## src/rtl/tick_countdown_pkg.sv

```systemverilog
// tick_countdown_pkg: state type, BCD digit width and digit-validity helper
// shared by the countdown timer and its sub-blocks.
package tick_countdown_pkg;

    typedef enum logic [1:0] {
        ST_IDLE,
        ST_RUN,
        ST_PAUSED,
        ST_DONE
    } state_t;

    localparam int BCD_W = 4;
    localparam logic [BCD_W-1:0] SEC_TENS_MAX = 4'd5;

    function automatic logic bcdDigitValid(input logic [BCD_W-1:0] digit);
        return digit <= 4'd9;
    endfunction

endpackage

```

## src/rtl/tick_sync_edge.sv

```systemverilog
// tick_sync_edge: multi-flop synchroniser for an asynchronous square wave plus
// a toggle detector that emits a one-cycle step on every edge of the input.
module tick_sync_edge #(
    parameter int SYNC_STAGES = 2
) (
    input  logic clk,
    input  logic rst_n,
    input  logic i_async,
    output logic o_step
);

    logic [SYNC_STAGES-1:0] r_sync;
    logic                   r_prev;

    always_ff @(posedge clk or negedge rst_n) begin
        if (!rst_n) begin
            r_sync <= '0;
            r_prev <= 1'b0;
        end else begin
            r_sync <= {r_sync[SYNC_STAGES-2:0], i_async};
            r_prev <= r_sync[SYNC_STAGES-1];
        end
    end

    // Both rising and falling edges of the synchronised wave count as a step.
    assign o_step = r_sync[SYNC_STAGES-1] ^ r_prev;

endmodule

```

## src/rtl/tick_countdown.sv

```systemverilog
// tick_countdown: BCD mm:ss countdown timer stepped by each edge of the divider wave.
// Optional: define TICK_COUNTDOWN_AUTO_RELOAD_EN to reload the last valid load on expiry and keep running.
module tick_countdown
    import tick_countdown_pkg::*;
#(
    parameter int SYNC_STAGES = 2,
    parameter int MAX_MIN     = 99
) (
    input  logic       clk,
    input  logic       rst_n,
    input  logic       tick_in,
    input  logic       load,
    input  logic [7:0] load_min,
    input  logic [7:0] load_sec,
    input  logic       start,
    input  logic       pause,
    input  logic       clear,
    output logic [7:0] min_bcd,
    output logic [7:0] sec_bcd,
    output logic       running,
    output logic       done,
    output logic       expired,
    output logic       load_err
);

    logic       w_step;
    state_t     r_state, w_stateNext;
    logic [7:0] r_min, r_sec, w_minNext, w_secNext;
    logic [7:0] w_decMin, w_decSec;
    logic [7:0] w_loadMinVal;
    logic       w_loadValid;
    logic       w_done, w_loadErr;
    logic       r_running, r_done, r_expired, r_loadErr;

    tick_sync_edge #(
        .SYNC_STAGES(SYNC_STAGES)
    ) u_syncEdge (
        .clk    (clk),
        .rst_n  (rst_n),
        .i_async(tick_in),
        .o_step (w_step)
    );

    assign w_loadMinVal = {4'd0, load_min[7:4]} * 8'd10 + {4'd0, load_min[3:0]};
    assign w_loadValid  = bcdDigitValid(load_min[7:4]) && bcdDigitValid(load_min[3:0])
                       && bcdDigitValid(load_sec[3:0]) && (load_sec[7:4] <= SEC_TENS_MAX)
                       && (w_loadMinVal <= 8'(MAX_MIN));

    // One-second BCD decrement with borrow through sec tens into minutes; holds at 00:00.
    always_comb begin
        w_decMin = r_min;
        w_decSec = r_sec;
        if (r_sec[3:0] != 4'd0) begin
            w_decSec[3:0] = r_sec[3:0] - 4'd1;
        end else if (r_sec[7:4] != 4'd0) begin
            w_decSec = {r_sec[7:4] - 4'd1, 4'd9};
        end else if (r_min != 8'h00) begin
            w_decSec = 8'h59;
            if (r_min[3:0] != 4'd0) begin
                w_decMin[3:0] = r_min[3:0] - 4'd1;
            end else begin
                w_decMin = {r_min[7:4] - 4'd1, 4'd9};
            end
        end
    end

`ifdef TICK_COUNTDOWN_AUTO_RELOAD_EN
    logic [7:0] r_reloadMin, r_reloadSec;

    always_ff @(posedge clk or negedge rst_n) begin
        if (!rst_n) begin
            r_reloadMin <= 8'h00;
            r_reloadSec <= 8'h00;
        end else if (!clear && load && (r_state != ST_RUN) && w_loadValid) begin
            r_reloadMin <= load_min;
            r_reloadSec <= load_sec;
        end
    end
`endif

    // Command chain: clear beats load beats pause beats start; a step only counts when nothing else acts.
    always_comb begin
        w_stateNext = r_state;
        w_minNext   = r_min;
        w_secNext   = r_sec;
        w_done      = 1'b0;
        w_loadErr   = 1'b0;
        if (clear) begin
            w_stateNext = ST_IDLE;
            w_minNext   = 8'h00;
            w_secNext   = 8'h00;
        end else if (load && (r_state != ST_RUN)) begin
            if (w_loadValid) begin
                w_stateNext = ST_IDLE;
                w_minNext   = load_min;
                w_secNext   = load_sec;
            end else begin
                w_loadErr = 1'b1;
            end
        end else if (pause && (r_state == ST_RUN)) begin
            w_stateNext = ST_PAUSED;
        end else if (start && ((r_state == ST_IDLE) || (r_state == ST_PAUSED))
                     && ({r_min, r_sec} != 16'h0000)) begin
            w_stateNext = ST_RUN;
        end else if (w_step && (r_state == ST_RUN)) begin
            w_minNext = w_decMin;
            w_secNext = w_decSec;
            if ({w_decMin, w_decSec} == 16'h0000) begin
                w_done = 1'b1;
`ifdef TICK_COUNTDOWN_AUTO_RELOAD_EN
                w_minNext = r_reloadMin;
                w_secNext = r_reloadSec;
`else
                w_stateNext = ST_DONE;
`endif
            end
        end
    end

    always_ff @(posedge clk or negedge rst_n) begin
        if (!rst_n) begin
            r_state   <= ST_IDLE;
            r_min     <= 8'h00;
            r_sec     <= 8'h00;
            r_running <= 1'b0;
            r_done    <= 1'b0;
            r_expired <= 1'b0;
            r_loadErr <= 1'b0;
        end else begin
            r_state   <= w_stateNext;
            r_min     <= w_minNext;
            r_sec     <= w_secNext;
            r_running <= (w_stateNext == ST_RUN);
            r_done    <= w_done;
            r_expired <= (w_stateNext == ST_DONE);
            r_loadErr <= w_loadErr;
        end
    end

    assign min_bcd  = r_min;
    assign sec_bcd  = r_sec;
    assign running  = r_running;
    assign done     = r_done;
    assign expired  = r_expired;
    assign load_err = r_loadErr;

endmodule

```

## config.mk

```make
export PLATFORM = sky130hd
export DESIGN_NAME = tick_countdown
export DESIGN_NICKNAME = d
export VERILOG_FILES = /design/src/rtl/tick_countdown_pkg.sv /design/src/rtl/tick_sync_edge.sv /design/src/rtl/tick_countdown.sv
export SDC_FILE = /design/constraint.sdc
export NUM_CORES = 1
export LEC_CHECK = 0
export ABC_AREA = 1
export CAP_MARGIN = 20
export CORE_MARGIN = 1.5
export CORE_UTILIZATION = 52
export DETAILED_ROUTE_END_ITERATION = 16
export PLACE_DENSITY = 0.88
export SLEW_MARGIN = 40
export SYNTH_ARGS = -nofsm -noshare
export SYNTH_HDL_FRONTEND = slang
export SYNTH_SLANG_ARGS = --single-unit
```

## constraint.sdc

```tcl
create_clock -name clk -period 2.2 [get_ports clk]
set_clock_uncertainty 0.05 [all_clocks]
set_input_delay 0.44 -clock clk [delete_from_list [all_inputs] [get_ports clk]]
set_output_delay 0.44 -clock clk [all_outputs]
set_load 0.01 [all_outputs]
```

==> metrics.txt <==
CP Launch Type input pin; Ys Warns 0; LEAKAGE approximately 1.6 nW; min-delay src u_syncEdge.r_sync[0]; Worst R2R Path Depth 16; Root Buffer clkbuf_8; Hold Crit Depth 0; initial core utilization 53.50%; placed cells approximately 430; Finished Layout Cells 450; Layout fillers roughly 170; EDFF count, synth 0; Mean Syn Cell Area around 6.8 um2; GRT Residual Overflow 0; Final ANT Viol Nets 0; CTS Sinks 25; vias in the first global route roughly 2600; pwr dens approximately 740 mW/mm2; Max FO, Critical Path 5; vias per cell just over 6; Tot GR Track Use a little over a third; worst slew pin tran approximately 0.46 ns; endpoints failing setup 22; Die ar. about 0.0045 mm2; Final GP Congestion 0.9040; FP Rows 23; sequential area share after synthesis a little under 30%; RSZ-0062 raised after global routing yes; initial antenna violation count 0; VDD IR max 0.4071 mV; CP max stage delay 0.60 ns; htree depth 1; detailed-route via count 2790; P&R area growth vs syn 62.72%; failing checks setup timing; FFs w/ async S/R, synth 100.0%; multi-input logic area 0.001657 mm2; WL/cell between 15 and 20 um; Setup TNS Final -8.468 ns; Ports 43; Finished Core Util 87.05%; Cell Area, Placed around 0.0029 mm2; Final HPWL DP between 4 and 5 mm; RR Startpoint sec_bcd[5]; Post-Syn Area 0.002125 mm2; Residual DRC 0; FF+latch area approximately 630 um2; Synth Instances between 300 and 400; ratio of cells with drive above 1 in the final layout around a third; die width about 67 um; worst reg-to-reg setup slack -0.44 ns; Main synth FF type dfrtp_1; cts hold-fix bufs 0; Final Critical Period roughly 2.7 ns; r2r endpoint running; # nets final around 440; Worst slew margin 68.97%; Port Buf Inserts 42; Crit Path Class input pin to flop; Inserted Clock Buffers 3; Synth Register Bits 25; crit path DAT approximately 2.8 ns; first-pass GRT wire length 11.61 mm; crit share post-route 121.9%; Worst-path clk slew 0.10 ns; Design Power 2.553 mW; DRT Wirelength a little under 9 mm; final instance area between 0.003 and 0.004 mm2; highest-delay cell along the critical path fa_2; final number of hold-violating endpoints 0; end of the worst hold path u_syncEdge.r_sync[1]; Setup WS post-layout -0.4808 ns; Critical Path RT approximately 2.3 ns; outcome complete, but fails checks; Clock Latency Late Sink 0.28 ns; Yosys cell types 35; drt pass-1 iters 8; Max-Cap Viols 0; die height between 60 and 70 um; initial DRC count 375; Max Clock Freq approximately 370 MHz; CTS tree yes; Clock Path Buffers 2; worst hold-check path type flop to flop; crit end category flop; pins over their slew limit 0; largest net degree at the start of global routing 26; ANT cells 0; critical path, cell by cell buf_8, ha_4, ha_4, fa_2, nand3_1, o21bai_1, nand2_1, nand2_2, nand2_4, nand3_4, nand3_4, buf_12, buf_12, o21ai_1; syn nets approximately 350; core area 0.003971 mm2
## routing by layer
layer	vias to the layer above	global-route usage [%]	wire (um)
met5	-	0	0
met4	0	21.94	798
met3	105	5.405	923
met2	246	62.50	4258
met1	1258	38.37	2950
li1	1181	-	-
## timing repair
item / CTS / global route
gates resized for setup: 71 / 39
pin swaps: 14 / 15
endpoints found under the setup margin: 21 / 22
gates cloned: 3 / 0
hold endpoints to repair: 0 / 0
setup buffers: 4 / 5
## power breakdown
part	switching, mW	internal, mW
logic	1.00	0.690
registers	0.0589	0.510
clock network	0.164	0.129
total	1.22	1.33
## kinds of logic after synthesis
logic type               Yosys count  synth area share [%]
AO/OA/AOI/OAI                     46                 11.84
XOR/XNOR                           3                 1.237
adder cells (fa/ha/maj)           15                 9.541
buffers and inverters             47                 9.363
flip-flops                        25                 29.45
AND/OR/NAND/NOR                  178                 38.57
## critical path: cells and delay by family
kind	cells	cell delay, ns
AND/OR/NAND/NOR	6	0.58
AO/OA/AOI/OAI	2	0.41
adder cells (fa/ha/maj)	3	0.99
buffers and inverters	3	0.40
## synth_stat cells (3+ instances only)
| master | n | share of area (%) |
|---|---|---|
| o21ai_0 | 27 | 6.4 |
| clkbuf_1 | 4 | 0.71 |
| inv_2 | 4 | 0.71 |
| a21oi_1 | 11 | 2.6 |
| nand2_2 | 4 | 1.2 |
| dfrtp_1 | 25 | 29 |
| inv_1 | 35 | 6.2 |
| nand3_1 | 33 | 7.8 |
| nor2_2 | 4 | 1.2 |
| nand3b_1 | 4 | 1.4 |
| nor2_1 | 29 | 5.1 |
| nand2_1 | 92 | 16 |
| nor2_4 | 3 | 1.6 |
| ha_1 | 13 | 7.7 |
## flip-flops by register name, indices dropped and copies added (netlist names)
signal,count
min_bcd,8
u_syncEdge.r_sync,2
load_err,1
sec_bcd,8
expired,1
running,1
done,1
r_state,2
u_syncEdge.r_prev,1
## placed cells by master, fill, tap and decap left out, drive strengths merged
cell / synthesis / routed
nand2: 97 / 97
buf: 2 / 51
inv: 39 / 39
nor2: 36 / 36
nand3: 36 / 36
clkdlybuf4s50: 0 / 35
o21ai: 28 / 28
dfrtp: 25 / 25
ha: 13 / 13
a21oi: 12 / 12
nand3b: 4 / 4
clkbuf: 5 / 3
o21bai: 2 / 2
nand4: 2 / 2
dlygate4sd2: 0 / 2
or2: 2 / 2
xor2: 2 / 2
fa: 2 / 2
xnor2: 1 / 1
a21boi: 1 / 1
o2111a: 1 / 1
clkinv: 1 / 1
nor3: 1 / 1
o211ai: 1 / 1
a31oi: 1 / 1
clkinvlp: 0 / 1
dlymetal6s2s: 0 / 1
## cell type report
class / count / share of cell area, %
multi-input cells: 242 / 47.92
repair buffers: 89 / 25.99
flip-flops and latches: 25 / 18.10
inverters: 40 / 4.777
well taps: 50 / 1.810
clock buffers: 3 / 1.194
clock inverters: 1 / 0.2172
## through the flow
step                      worst slack [ns]  hold WS, ns
after floorplan                    -0.1926      0.09441
after global placement             -0.7725       0.2846
after detailed placement           -0.8704       0.2855
after CTS                          -0.2322       0.3072
after global routing               -0.5658       0.3115
final                              -0.4808       0.3076
## worst max path at each step
stage | from | endpoint | slack, ns
floorplan | load_min[5] | min_bcd[4] | -0.19
global placement | load_min[4] | sec_bcd[4] | -0.77
detailed placement | load_min[5] | sec_bcd[0] | -0.87
CTS | load_min[7] | min_bcd[4] | -0.23
global route | load_min[5] | min_bcd[5] | -0.57
finish | load_min[5] | min_bcd[5] | -0.48
(Power assumes the default switching activity.)
